--- src/rtl/dff_arb_pkg.sv ---
// dff_arb_pkg: shared types and helpers for the round-robin write arbiter.
//   state_e  - arbiter FSM states (idle, grant, commit)
//   StateW   - width of the state encoding
//   MaxReq   - largest supported requester count
//   rr_pick  - round-robin winner search starting at a pointer
package dff_arb_pkg;

  localparam int unsigned StateW = 2;
  localparam int unsigned MaxReq = 8;
  localparam int unsigned IdxW   = 3;

  typedef enum logic [StateW-1:0] {
    StIdle   = 2'd0,
    StGrant  = 2'd1,
    StCommit = 2'd2
  } state_e;

  // First set bit of req at or above ptr, wrapping modulo n. Returns ptr when req is empty;
  // callers only use the result when at least one request is pending.
  function automatic int unsigned rr_pick(input logic [MaxReq-1:0] req,
                                          input int unsigned       ptr,
                                          input int unsigned       n);
    logic            found;
    logic [IdxW-1:0] idx;
    rr_pick = ptr;
    found   = 1'b0;
    for (int unsigned k = 0; k < MaxReq; k++) begin
      idx = IdxW'((ptr + k) % n);
      if (!found && (k < n) && req[idx]) begin
        rr_pick = 32'(idx);
        found   = 1'b1;
      end
    end
  endfunction

endpackage

--- src/rtl/dff_reg.sv ---
// dff_reg: WIDTH-bit D register with load enable and complementary outputs.
//   clk_i  - rising-edge clock
//   rst_ni - synchronous active-low reset, clears q
//   en_i   - load d_i on the next rising edge
//   d_i    - data to load
//   q_o    - register value
//   qbar_o - bitwise complement of q_o
module dff_reg #(
  parameter int unsigned WIDTH = 8
) (
  input  logic             clk_i,
  input  logic             rst_ni,
  input  logic             en_i,
  input  logic [WIDTH-1:0] d_i,
  output logic [WIDTH-1:0] q_o,
  output logic [WIDTH-1:0] qbar_o
);

  logic [WIDTH-1:0] q_q;

  always_ff @(posedge clk_i) begin
    if (!rst_ni) begin
      q_q <= '0;
    end else if (en_i) begin
      q_q <= d_i;
    end
  end

  assign q_o    = q_q;
  assign qbar_o = ~q_q;

endmodule

--- src/rtl/dff_write_arbiter.sv ---
// dff_write_arbiter: round-robin arbiter sharing one WIDTH-bit register among N_REQ writers.
// Each write takes IDLE -> GRANT -> COMMIT; the granted word lands in the register on the
// GRANT -> COMMIT edge and done pulses during COMMIT.
// Optional feature macro: DFF_ARB_LOCK_EN adds lock_i, letting the current owner chain
// writes (COMMIT -> GRANT) while lock and req stay high.
//   clk_i   - rising-edge clock
//   rst_ni  - synchronous active-low reset; aborts any write in flight
//   req_i   - per-requester level request, held until done
//   din_i   - requester i data at [i*WIDTH +: WIDTH]
//   lock_i  - per-requester grant hold (DFF_ARB_LOCK_EN only)
//   gnt_o   - one-hot grant during GRANT
//   done_o  - one-hot completion pulse during COMMIT
//   q_o     - shared register value, qbar_o its complement
//   busy_o  - high in GRANT and COMMIT
//   owner_o - current or last granted requester
module dff_write_arbiter
  import dff_arb_pkg::*;
#(
  parameter int unsigned N_REQ = 4,
  parameter int unsigned WIDTH = 8,
  localparam int unsigned OwnerW = (N_REQ > 1) ? $clog2(N_REQ) : 1
) (
  input  logic                   clk_i,
  input  logic                   rst_ni,
  input  logic [N_REQ-1:0]       req_i,
  input  logic [N_REQ*WIDTH-1:0] din_i,
`ifdef DFF_ARB_LOCK_EN
  input  logic [N_REQ-1:0]       lock_i,
`endif
  output logic [N_REQ-1:0]       gnt_o,
  output logic [N_REQ-1:0]       done_o,
  output logic [WIDTH-1:0]       q_o,
  output logic [WIDTH-1:0]       qbar_o,
  output logic                   busy_o,
  output logic [OwnerW-1:0]      owner_o
);

  state_e            state_q;
  logic [OwnerW-1:0] ptr_q;
  logic [OwnerW-1:0] owner_q;
  logic [OwnerW-1:0] ptr_inc;
  logic [MaxReq-1:0] req_pad;
  logic [WIDTH-1:0]  wr_data;

  always_comb begin
    req_pad              = '0;
    req_pad[N_REQ-1:0]   = req_i;
  end

  // Pointer moves one past the owner so the owner loses ties on its next request.
  always_comb begin
    if (owner_q == OwnerW'(N_REQ - 1)) begin
      ptr_inc = '0;
    end else begin
      ptr_inc = owner_q + 1'b1;
    end
  end

  always_ff @(posedge clk_i) begin
    if (!rst_ni) begin
      state_q <= StIdle;
      ptr_q   <= '0;
      owner_q <= '0;
    end else begin
      unique case (state_q)
        StIdle: begin
          if (|req_i) begin
            owner_q <= OwnerW'(rr_pick(req_pad, 32'(ptr_q), N_REQ));
            state_q <= StGrant;
          end
        end
        StGrant: begin
          state_q <= StCommit;
        end
        StCommit: begin
`ifdef DFF_ARB_LOCK_EN
          if (lock_i[owner_q] && req_i[owner_q]) begin
            state_q <= StGrant;
          end else begin
            ptr_q   <= ptr_inc;
            state_q <= StIdle;
          end
`else
          ptr_q   <= ptr_inc;
          state_q <= StIdle;
`endif
        end
        default: begin
          state_q <= StIdle;
        end
      endcase
    end
  end

  // Grant/done are decoded from registered state and owner only; no path from req_i.
  always_comb begin
    gnt_o  = '0;
    done_o = '0;
    if (state_q == StGrant) begin
      gnt_o[owner_q] = 1'b1;
    end
    if (state_q == StCommit) begin
      done_o[owner_q] = 1'b1;
    end
  end

  assign busy_o  = (state_q != StIdle);
  assign owner_o = owner_q;
  assign wr_data = din_i[owner_q*WIDTH +: WIDTH];

  dff_reg #(
    .WIDTH (WIDTH)
  ) u_dff_reg (
    .clk_i  (clk_i),
    .rst_ni (rst_ni),
    .en_i   (state_q == StGrant),
    .d_i    (wr_data),
    .q_o    (q_o),
    .qbar_o (qbar_o)
  );

endmodule

--- config.mk ---
export PLATFORM = sky130hd
export DESIGN_NAME = dff_write_arbiter
export DESIGN_NICKNAME = d
export VERILOG_FILES = /design/src/rtl/dff_arb_pkg.sv /design/src/rtl/dff_reg.sv /design/src/rtl/dff_write_arbiter.sv
export SDC_FILE = /design/constraint.sdc
export NUM_CORES = 1
export LEC_CHECK = 0
export BUFFER_PORTS_ARGS = -buffer_cell sky130_fd_sc_hd__buf_2
export CORE_UTILIZATION = 35
export DETAILED_ROUTE_END_ITERATION = 10
export PLACE_DENSITY_LB_ADDON = 0.3
export SYNTH_ARGS = -nofsm -noshare
export SYNTH_HDL_FRONTEND = slang
export SYNTH_HIERARCHICAL = 1
export SYNTH_SLANG_ARGS = --single-unit
export TNS_END_PERCENT = 30
--- constraint.sdc ---
create_clock -name clk_i -period 2.05 [get_ports clk_i]
set_input_delay 0 -clock clk_i [delete_from_list [all_inputs] [get_ports clk_i]]
set_output_delay 0 -clock clk_i [all_outputs]
set_load 0.03 [all_outputs]
# After elaboration in Yosys (flattened, before gate mapping)
# Cells that the tools add are included.
# totals
regBits	14
inputBits	38
out_inout_bits	27
wordCells	61
# op_classes
addsub	4
order_cmp	6
n_eq_ne	4
n_shift	1
muxes	30
bitwise_logic	1
reduce_logical	11
# op_table
op	count
$shiftx A32 B6 Y8	1
$mux W1	17
$lt A2 B4 Y1 const B	4
$mux W2	5
$bmux W1 S2	4
$mux W4	2
$not A8 Y8	1
$add A2 B1 Y2 const B	2
$add A2 B2 Y2 const B	2
$eq A2 B2 Y1 const B	2
$logic_and A1 B1 Y1	4
$pmux W2 S2	1
$reduce_or A4 Y1	1
$logic_not A1 Y1	3
$lt A2 B3 Y1 const B	1
$demux W1 S2	1
$eq A2 B1 Y1 const B	1
$ge A2 B1 Y1 const B	1
$logic_not A2 Y1	1
$ne A2 B2 Y1 const B	1
$reduce_and A2 Y1	1
$reduce_bool A2 Y1	1

# Longest topological paths before layout
# Gate-level depths: netlist of run 1.
# depth
ltp_word	21
depth_mapped	5
mapped_depth_nobuf	4

# Cells and area by module
# The synthesis of run 1 kept the hierarchy.
# by_module_without_submodules
module	instances	cells_per_inst	area_each_um2	seq_area_each_um2
dff_write_arbiter	1	61	613.1	120.1
dff_reg	1	33	331.6	160.2

# Worst setup path before layout of run 1
# OpenSTA, ideal clock, no wires.
# synth_path
path_type	reg-to-reg
from	register owner_q[0] (netlist: owner_o[0])
to	register u_dff_reg.q_q[0] (netlist: u_dff_reg/q_o[0])
setup_time_ns	0.116
arrival_ns	1.427
t_required_ns	1.934
path_slack_ns	0.507
stages_incl_launch_ff	5
n_path_buf	1
period_less_slack_ns	1.543
cell_sequence	dfxtp_1 > buf_6 > mux4_2 > mux2i_1 > nor2b_1
# synth_between
elab_chain_len	1
# synth_lines
item	line_no	rtl
start: declaration	dff_write_arbiter.sv:40	logic [OwnerW-1:0] owner_q;
start signal: assignment	dff_write_arbiter.sv:68	owner_q <= OwnerW'(rr_pick(req_pad, 32'(ptr_q), N_REQ));
$shiftx A32 B6 Y8	dff_write_arbiter.sv:109	assign wr_data = din_i[owner_q*WIDTH +: WIDTH];
named net wr_data[0]	dff_write_arbiter.sv:43	logic [WIDTH-1:0] wr_data;
end signal: assignment	dff_reg.sv:25	q_q <= d_i;
end: declaration	dff_reg.sv:19	logic [WIDTH-1:0] q_q;
# The timed path passes the listed nets, and every way through them passes these cells.
# A chain may end at the register's enable or synchronous reset.

# Worst setup path in the final report of run 1
# layout_path
from	register owner_q[1] (netlist: owner_o[1])
to	output port done_o[0]
# layout_between
elab_chain_len	5
elab_cells_between_ends	6
classes_between	2 x order compare; 3 x mux; 1 x reduce/logical
# layout_lines
item	line_no	rtl
$lt A2 B3 Y1 (implied by the code) / $ge A2 B1 Y1 (equally long branches)	dff_write_arbiter.sv:103	done_o[owner_q] = 1'b1;
$logic_and A1 B1 Y1 (implied by the code)	dff_write_arbiter.sv:103	
$mux W1 (implied by the code)	dff_write_arbiter.sv:103	
$demux W1 S2 (*)	dff_write_arbiter.sv:103	
$mux W4 (*)	dff_write_arbiter.sv:102	if (state_q == StCommit) begin
end: declaration	dff_write_arbiter.sv:31	output logic [N_REQ-1:0] done_o,
# Mark *: on every way between the ends. The rest lies on a longest branch, timed or not.

==> results of run 1 <==
## through the flow
step,power [mW],instance area [um^2]
after floorplan,0.524,945
after global placement,0.615,1300
after detailed placement,0.620,1300
after CTS,0.822,1330
after global routing,0.862,1330
final,0.809,1330
## sequential cells by signal, summed over array words and instances (netlist names)
register and cells:
ptr_q 2, owner_o 2, u_dff_reg/q_o 8, state_q 2
## cell type report
class	count	share of cell area
sequential	14	0.210
clock buffer	4	0.0272
timing repair buffer	67	0.257
multi-input combinational	65	0.444
tap	30	0.0281
inverter	12	0.0338
## power by group through the flow
stage	Clock, mW	Sequential, mW	Combinational, mW
floorplan	0	0.347	0.177
global placement	0	0.320	0.295
detailed placement	0	0.321	0.299
CTS	0.207	0.315	0.299
global route	0.219	0.319	0.324
finish	0.199	0.315	0.296
## how the worst max path moves through the flow
stage,to,from
2_1_floorplan,u_dff_reg/q_o[0],owner_o[0]
3_3_place_gp,u_dff_reg/q_o[0],owner_o[0]
3_5_place_dp,u_dff_reg/q_o[7],owner_o[0]
4_1_cts,done_o[0],owner_o[1]
5_1_grt,gnt_o[1],owner_o[1]
6_report,done_o[0],owner_o[1]
## metal layers
layer / global-route usage / vias up / routed length [um]
li1: - / 456 / -
met1: 0.164 / 402 / 874
met2: 0.280 / 40 / 1050
met3: 0.0593 / 0 / 211
met4: 0.0132 / 0 / 0
met5: 0 / - / 0
## Yosys cell counts
library cell  number
a221oi_1           1
inv_1             12
ha_1               4
a21oi_1            4
nor2_1             6
or2_4              1
nand2_1            1
mux2i_1            9
and2b_1            1
nor2b_1           11
dfxtp_1           14
buf_6              2
and2_1            10
nand2b_1           3
o211ai_1           1
buf_2              1
a31oi_1            1
mux4_2             8
nor4_2             1
o21ai_1            1
o22ai_2            1
o22ai_1            1
## placed cells by master, fill, tap and decap left out, drive strengths merged
cell	n
nor2b	11
a21oi	4
o211ai	1
a221oi	1
mux2i	9
o21ai	1
and2	10
and2b	1
clkbuf	4
a31oi	1
ha	4
nor2	6
nand2b	3
o22ai	2
dfxtp	14
nand2	1
or2	1
buf	67
inv	12
nor4	1
mux4	8
## cell families (layout without fill, tap and decap cells)
group | Yosys count | in the layout | share of synthesized area
adder cells (fa/ha/maj) | 4 | 4 | 0.0530
AO/OA/AOI/OAI | 10 | 10 | 0.0702
multiplexers | 17 | 17 | 0.286
flip-flops | 14 | 14 | 0.297
AND/OR/NAND/NOR | 34 | 34 | 0.217
buffers and inverters | 15 | 83 | 0.0768
## critical path, cell delays in order (launching register included)
cell and delay, ns:
dfxtp_1 0.65, inv_1 0.18, ha_1 0.23, and2_1 0.13, buf_2 0.17
==> out/qor.yml, run 1 <==
hold_viol: 0
dp_hpwl_mm: 1.76
r2r_end: "u_dff_reg/q_o[7]"
status: "finished clean"
r2r_start: "owner_o[0]"
min_to: "owner_o[0]"
layout-drive-gt1-share: 0.506
ys_seq_elements: 14
vias_per_cell: 4.68
p_seq_frac: 0.389
worst_pin_slew_ns: 0.511
overflow: 0
min-delay-path-class: "primary input to flop"
cp_max_fo: 12
pwr-share-comb: 0.365
ctsResizeCount: 0
diodes: 0
htreeDepth: 1
gp_congestion: 0.755
min_path_cells: 3
dieHeight_um: 54.0
power.share.clock: 0.246
rows: 18
synth_area_leader_cell: "dfxtp_1"
start_kind: "flop"
finalCritPeriodShare: 0.798
ys_seq_area_frac: 0.297
grt_pass1_vias: 767
postSynthCellCount: 94
fin_tns_setup_ns: 0
clk_latency_ns: 0.28
numClockSinks: 14
crit_path_end_kind: "output port"
timing.fmax_mhz: 611
port_buffers: 64
tritoncts: "done"
ant_nets: 0
place_ws_ns: 0.486
max-slew-margin-rel: 0.659
synthDistinctLibCells: 22
grt_max_degree: 16
max_cap_viol_count: 0
drt_drc_violations_left: 0
synth.avg_cell_area_um2: 10.0
grt_pass1_wl_mm: 3.13
post-cts-setup-buffer-count: 0
required_ns: 2.05
synth.area.top_cells: "dfxtp_1 (30%), mux4_2 (19%), mux2i_1 (9.5%)"
fin_nets: 205
final_util: 0.529
synth_warnings: 6
die_area_mm2: 0.00291
drt_wl_total_mm: 2.14
fin_ws_ns: 0.414
synth_area_um2: 945
fin_worst_skew_ns: 0.000468
grt_use_total: 0.151
wl_per_cell_um: 11.1
postCtsHoldBufs: 0
vias: 898
antenna_found_initial: 0
finalNonFillerCells: 192
areaGrowthSynthToFinish_pct: 41.2
p_leak_nw: 0.633
start_util: 0.375
seqCellArea_um2: 280
drt_iter0_drc: 12
setup_viol: 0
drt_pass1_iterations: 2
arrival_ns: 1.64
swShare: 0.338
synth_top_cell_area_share: 0.297
setup.worst_path.class: "flop to output port"
hp-start: "rst_ni"
rr_worst_depth: 4
peakVddDrop_v: 0.000515
cts_buffers: 3
r2r_slack_ns: 0.49
multiInputGateArea_um2: 592
period_needed_ns: 1.64
nFillCells: 250
drv_slew: 0
io_pins: 65
rsz0062_at_grt: "no"
power_switching_uw: 274
p_int_uw: 535
dp_cells: 188
cts.path.max_buffers: 2
hold_ws_ns: 0.0744
synth_fp_nets: 136
cts-root-buf: "clkbuf_4"
power-per-cell-area_mw_per_mm2: 606
core-area_mm2: 0.00252
die_w_um: 54.0
path_clk_slew_ns: 0.08
Power figures use the tool's default switching activity.
==> run 2, diff against run 1 <==
==> constraint.sdc (replaced) <==
create_clock -name clk_i -period 1.5 [get_ports clk_i]
set_input_delay 0 -clock clk_i [delete_from_list [all_inputs] [get_ports clk_i]]
set_output_delay 0 -clock clk_i [all_outputs]
set_load 0.03 [all_outputs]
==> run 2 against run 1 <==
Net effect: die area unchanged; clock-buffer cell count unchanged; global-route usage up 1.4 points; first-iteration DRC count up 8.3%; critical path depth unchanged; clock skew grew 0.00060 ns; flip-flop and latch count did not move.
==> out/qor.yml, run 2 (synthesized netlist as in run 1, its figures left out) <==
status: "finished clean"
drt_drc_violations_left: 0  # unchanged
start_util: 0.375  # unchanged
cp_max_fo: 5  # -7
hold_viol: 0  # unchanged
diodes: 0  # unchanged
vias_per_cell: 4.72  # +0.90%
rows: 18  # unchanged
numClockSinks: 14  # unchanged
start_kind: "flop"
r2r_start: "owner_o[0]"
path_clk_slew_ns: 0.09  # about the same
fin_tns_setup_ns: 0  # unchanged
tritoncts: "done"
rsz0062_at_grt: "no"
worst_pin_slew_ns: 0.273  # -0.238 ns
p_leak_nw: 0.658  # +4.0%
required_ns: 1.50  # -0.55 ns
io_pins: 65  # unchanged
period_needed_ns: 1.38
antenna_found_initial: 0  # unchanged
arrival_ns: 1.38  # -0.26 ns
largest_reg_flops: 8  # unchanged
cts-root-buf: "clkbuf_4"
min_path_cells: 3  # unchanged
ant_nets: 0  # unchanged
areaGrowthSynthToFinish_pct: 46.1
topRoutingLayerUsed: "met4"
drt_pass1_iterations: 4  # +2
overflow: 0  # unchanged
cts_buffers: 3  # unchanged
final_common_cell: "buf_2"
dp_hpwl_mm: 1.85  # +5.0%
wl_met1_um: 914  # +4.6%
wl_met3_um: 186  # -12%
drt_wl_total_mm: 2.29  # +7.1%
grt_max_degree: 16  # unchanged
wl_per_cell_um: 11.7  # +4.9%
finalCritPeriodShare: 0.920
layout_common_cells: "buf_2 (64), dfxtp_1 (13), inv_1 (12)"
grt_use_total: 0.164  # +0.0135
vias: 925  # +3.0%
drt_iter0_drc: 13  # +1
fin_nets: 209  # +2.0%
clk_latency_ns: 0.28  # about the same
peakVddDrop_v: 0.000513  # -0.36%
grt_pass1_wl_mm: 3.21  # +2.4%
wl_met2_mm: 1.16  # +10%
crit_path_end_kind: "output port"
postCtsHoldBufs: 0  # unchanged
multiInputGateArea_um2: 592  # unchanged
cts.path.max_buffers: 2  # unchanged
power-per-cell-area_mw_per_mm2: 823  # +36%
setup_viol: 0  # unchanged
die_area_mm2: 0.00291  # unchanged
nFillCells: 232  # -7.2%
htreeDepth: 1  # unchanged
timing.fmax_mhz: 725
r2r_end: "u_dff_reg/q_o[2]"
port_buffers: 64  # unchanged
r2r_slack_ns: 0.15  # -0.34 ns
placed_area_mm2: 0.00131  # +0.68%
setup.worst_path.class: "flop to output port"
die_w_um: 54.0  # unchanged
seqCellArea_um2: 284  # +1.3%
min-delay-path-class: "primary input to flop"
core-area_mm2: 0.00252  # unchanged
grt_pass1_vias: 775  # +1.0%
layout-drive-gt1-share: 0.524  # +0.0179
max-slew-margin-rel: 0.816  # +0.157
min_to: "owner_o[0]"
final_util: 0.547  # +0.0184
final_area_mm2: 0.00138  # +3.5%
rr_worst_depth: 4  # unchanged
gp_congestion: 0.775  # +2.7%
dieHeight_um: 54.0  # unchanged
hp-start: "rst_ni"
drv_slew: 0  # unchanged
fin_worst_skew_ns: 0.00107  # +0.000600 ns
max_cap_viol_count: 0  # unchanged
run 2: final cells by class:
type                            instances  share of cell area
Multi-Input combinational cell         65               0.429
Timing Repair Buffer                   71               0.279
Sequential cell                        14               0.206
Inverter                               12              0.0326
Tap cell                               30              0.0272
Clock buffer                            4              0.0263
run 2: what timing repair did:
item	4_1_cts	5_1_grt
gates resized for setup	1	0
pin swaps	0	0
endpoints found under the setup margin	4	2
buffers inserted	0	3
run 2: worst max path at each step:
stage                       end        from  slack, ns
6_report               gnt_o[3]  owner_o[1]       0.12
5_1_grt               done_o[3]  owner_o[1]       0.04
4_1_cts               done_o[0]  owner_o[0]       0.06
3_5_place_dp   u_dff_reg/q_o[3]  owner_o[0]       0.06
3_3_place_gp   u_dff_reg/q_o[6]  owner_o[0]       0.08
2_1_floorplan          ptr_q[1]  owner_o[1]       0.08
run 2: layer usage:
metal / GRT usage / vias to the layer above
li1: - / 466
met3: 0.0424 / 4
met4: 0.0921 / 0
met1: 0.164 / 412
met2: 0.302 / 43
met5: 0 / -
run 2: worst max-delay path, cell delays in order, from the launching register on:
cell     delay, ns
dfxtp_1       0.42
buf_4         0.17
ha_1          0.18
and2_1        0.14
buf_2         0.19
run 2: where the power goes:
part           internal [mW]  switching, mW  leakage [nW]  total (mW)
combinational          0.197          0.232         0.521       0.429
sequential             0.402         0.0247         0.115       0.426
clock                  0.148          0.132        0.0210       0.280
run 2: per-stage QoR:
step                power [mW]  hold slack (ns)  setup WS (ns)  instances
finish                    1.14           0.0646          0.120        196
global route              1.21           0.0787         0.0404        196
CTS                       1.14           0.0505         0.0627        193
detailed placement       0.851            0.377         0.0554        189
global placement         0.842            0.386         0.0836        189
floorplan                0.717            0.122         0.0799         94
==> run 3, diff against run 2 <==
--- a/config.mk
+++ b/config.mk
@@ -6,7 +6,7 @@
 export NUM_CORES = 1
 export LEC_CHECK = 0
 export BUFFER_PORTS_ARGS = -buffer_cell sky130_fd_sc_hd__buf_2
-export CORE_UTILIZATION = 35
+export CORE_UTILIZATION = 37
 export DETAILED_ROUTE_END_ITERATION = 10
 export PLACE_DENSITY_LB_ADDON = 0.3
 export SYNTH_ARGS = -nofsm -noshare
==> run 3 against run 2 <==
Net effect: first-iteration DRC count rose by 31%; power fell by 1.3%; sequential share of layout area rose by 0.63 points; die area fell by 5.2%; worst hold slack improved by 0.015 ns; maximum frequency fell by 0.84%; register-to-register slack improved by 0.06 ns; via count fell by 0.22%; critical endpoint is now done_o[1]; highest routed layer unchanged.
==> out/qor.yml, run 3 (synthesized netlist as in run 1, its figures left out) <==
die_w_um: 52.5  # -2.6%
required_ns: 1.50  # about the same
dp_cells: 186  # -1.6%
status: "finished clean"
drt_drc_violations_left: 0  # unchanged
drt_iter0_drc: 17  # +4
finalCritPeriodShare: 0.927  # +0.00778
met3_usage: 0.0261  # -0.0163
fin_nets: 205  # -1.9%
largest_reg_flops: 8  # unchanged
final_common_cell: "buf_2"
drv_slew: 0  # unchanged
drt_wl_total_mm: 2.27  # -0.87%
overflow: 0  # unchanged
grt_pass1_vias: 790  # +1.9%
crit_chain: "buf_6 -> inv_1 -> ha_1 -> and2_1 -> buf_2"
max-slew-margin-rel: 0.821  # +0.00482
tritoncts: "done"
slowest_stage: "dfxtp_1"
gp_congestion: 0.728  # -6.1%
critical_path.top_delay_family: "buffers and inverters"
die_area_mm2: 0.00276  # -5.2%
arrival_ns: 1.39  # about the same
start_util: 0.407  # +0.0329
grt_use_total: 0.164  # -0.000183
hold_viol: 0  # unchanged
rows: 17  # -1
antenna_found_initial: 0  # unchanged
setup.worst_path.class: "flop to output port"
grt_pass1_wl_mm: 3.29  # +2.6%
fin_tns_setup_ns: 0  # unchanged
setup_viol: 0  # unchanged
vias: 923  # -0.22%
fin_worst_skew_ns: 0.00632  # +0.00525 ns
wl_per_cell_um: 11.9  # +2.3%
port_buffers: 64  # unchanged
cts.path.max_buffers: 2  # unchanged
power-per-cell-area_mw_per_mm2: 837  # +1.8%
cts_buffers: 3  # unchanged
htreeDepth: 1  # unchanged
path_buf_inv: 3  # +1
min-delay-path-class: "primary input to flop"
layout-drive-gt1-share: 0.512  # -0.0118
clk_latency_ns: 0.28  # about the same
diodes: 0  # unchanged
rsz0062_at_grt: "no"
layout_common_cells: "buf_2 (64), dfxtp_1 (13), inv_1 (12)"
period_needed_ns: 1.39  # +0.0117 ns
path_clk_slew_ns: 0.10  # about the same
start_kind: "flop"
crit_path_end_kind: "output port"
ant_nets: 0  # unchanged
met1_usage: 0.186  # +0.0220
timing.fmax_mhz: 719  # -0.84%
max_cap_viol_count: 0  # unchanged
drt_pass1_iterations: 4  # unchanged
grtUsageMet2: 0.306  # +0.00344
finalNonFillerCells: 190  # -3.1%
p_leak_nw: 0.634  # -3.6%
gr-max-usage-layer: "met2"
areaGrowthSynthToFinish_pct: 41.7
dieHeight_um: 52.5  # -2.6%
cp_max_fo: 12  # +7
core-area_mm2: 0.00232  # -8.1%
cts-root-buf: "clkbuf_4"
numClockSinks: 14  # unchanged
worst_pin_slew_ns: 0.266  # -0.00717 ns
vias_per_cell: 4.86  # +2.9%
post-cts-setup-buffer-count: 0  # unchanged
grt_max_degree: 16  # unchanged
slowest_delay_ns: 0.34  # -0.08 ns
dp_hpwl_mm: 1.80  # -2.4%
peakVddDrop_v: 0.000426  # -17%
io_pins: 65  # unchanged
postCtsHoldBufs: 0  # unchanged
-- run 3: cell types whose count changed in the layout (fill, tap and decap cells not counted) --
| cell | delta |
|---|---|
| buf_12 | -1 |
| buf_6 | +1 |
| buf_4 | -4 |
-- run 3: worst paths after layout --
check | start | to | slack (ns) | cells after the start
worst min register to register | u_dff_reg/q_o[5] | u_dff_reg/q_o[5] | 0.54 | 2
worst max-delay path | owner_o[1] | done_o[1] | 0.11 | 5
worst min-delay path | rst_ni | u_dff_reg/q_o[5] | 0.08 | 2
worst max register to register | owner_o[0] | u_dff_reg/q_o[2] | 0.21 | 3
-- run 3: where the power goes --
part | internal (mW) | leakage (nW) | switching, mW | total, mW
Sequential | 0.402 | 0.115 | 0.0290 | 0.431
Clock | 0.148 | 0.0210 | 0.138 | 0.286
Combinational | 0.182 | 0.498 | 0.223 | 0.404
-- run 3: worst reg2reg max path: stages, from the launching register on --
cell and delay [ns]:
dfxtp_4 0.47, mux4_2 0.52, mux2i_1 0.15, nor2b_1 0.06
-- run 3: cell type report --
| type | instances | area [um^2] |
|---|---|---|
| fill | 217 | 980 |
| multi-input combinational | 65 | 592 |
| timing repair buffer | 67 | 347 |
| sequential | 14 | 284 |
| inverter | 12 | 45.0 |
| clock buffer | 4 | 36.3 |
| tap | 28 | 35.0 |
-- run 3: metal layers --
layer	vias up	part of all wire
li1	461	-
met1	421	0.41
met2	35	0.53
met3	6	0.052
met4	0	0.011
met5	-	0
-- run 3: timing repair --
item / CTS / global route
gates resized for setup: 1 / 1
hold endpoints to repair: 0 / 0
setup endpoints to repair: 2 / 4
pin swaps: 0 / 0
-- run 3: through the flow --
stage / setup WS (ns) / hold WS (ns) / utilization / total power [mW] / instance area (um^2)
5_1_grt: 0.00664 / 0.0736 / 0.577 / 1.18 / 1340
4_1_cts: 0.0737 / 0.0817 / 0.576 / 1.12 / 1340
6_report: 0.109 / 0.0799 / 0.577 / 1.12 / 1340
2_1_floorplan: 0.0799 / 0.122 / - / 0.717 / 946
3_5_place_dp: 0.106 / 0.387 / 0.559 / 0.845 / 1300
3_3_place_gp: 0.150 / 0.382 / 0.559 / 0.835 / 1300
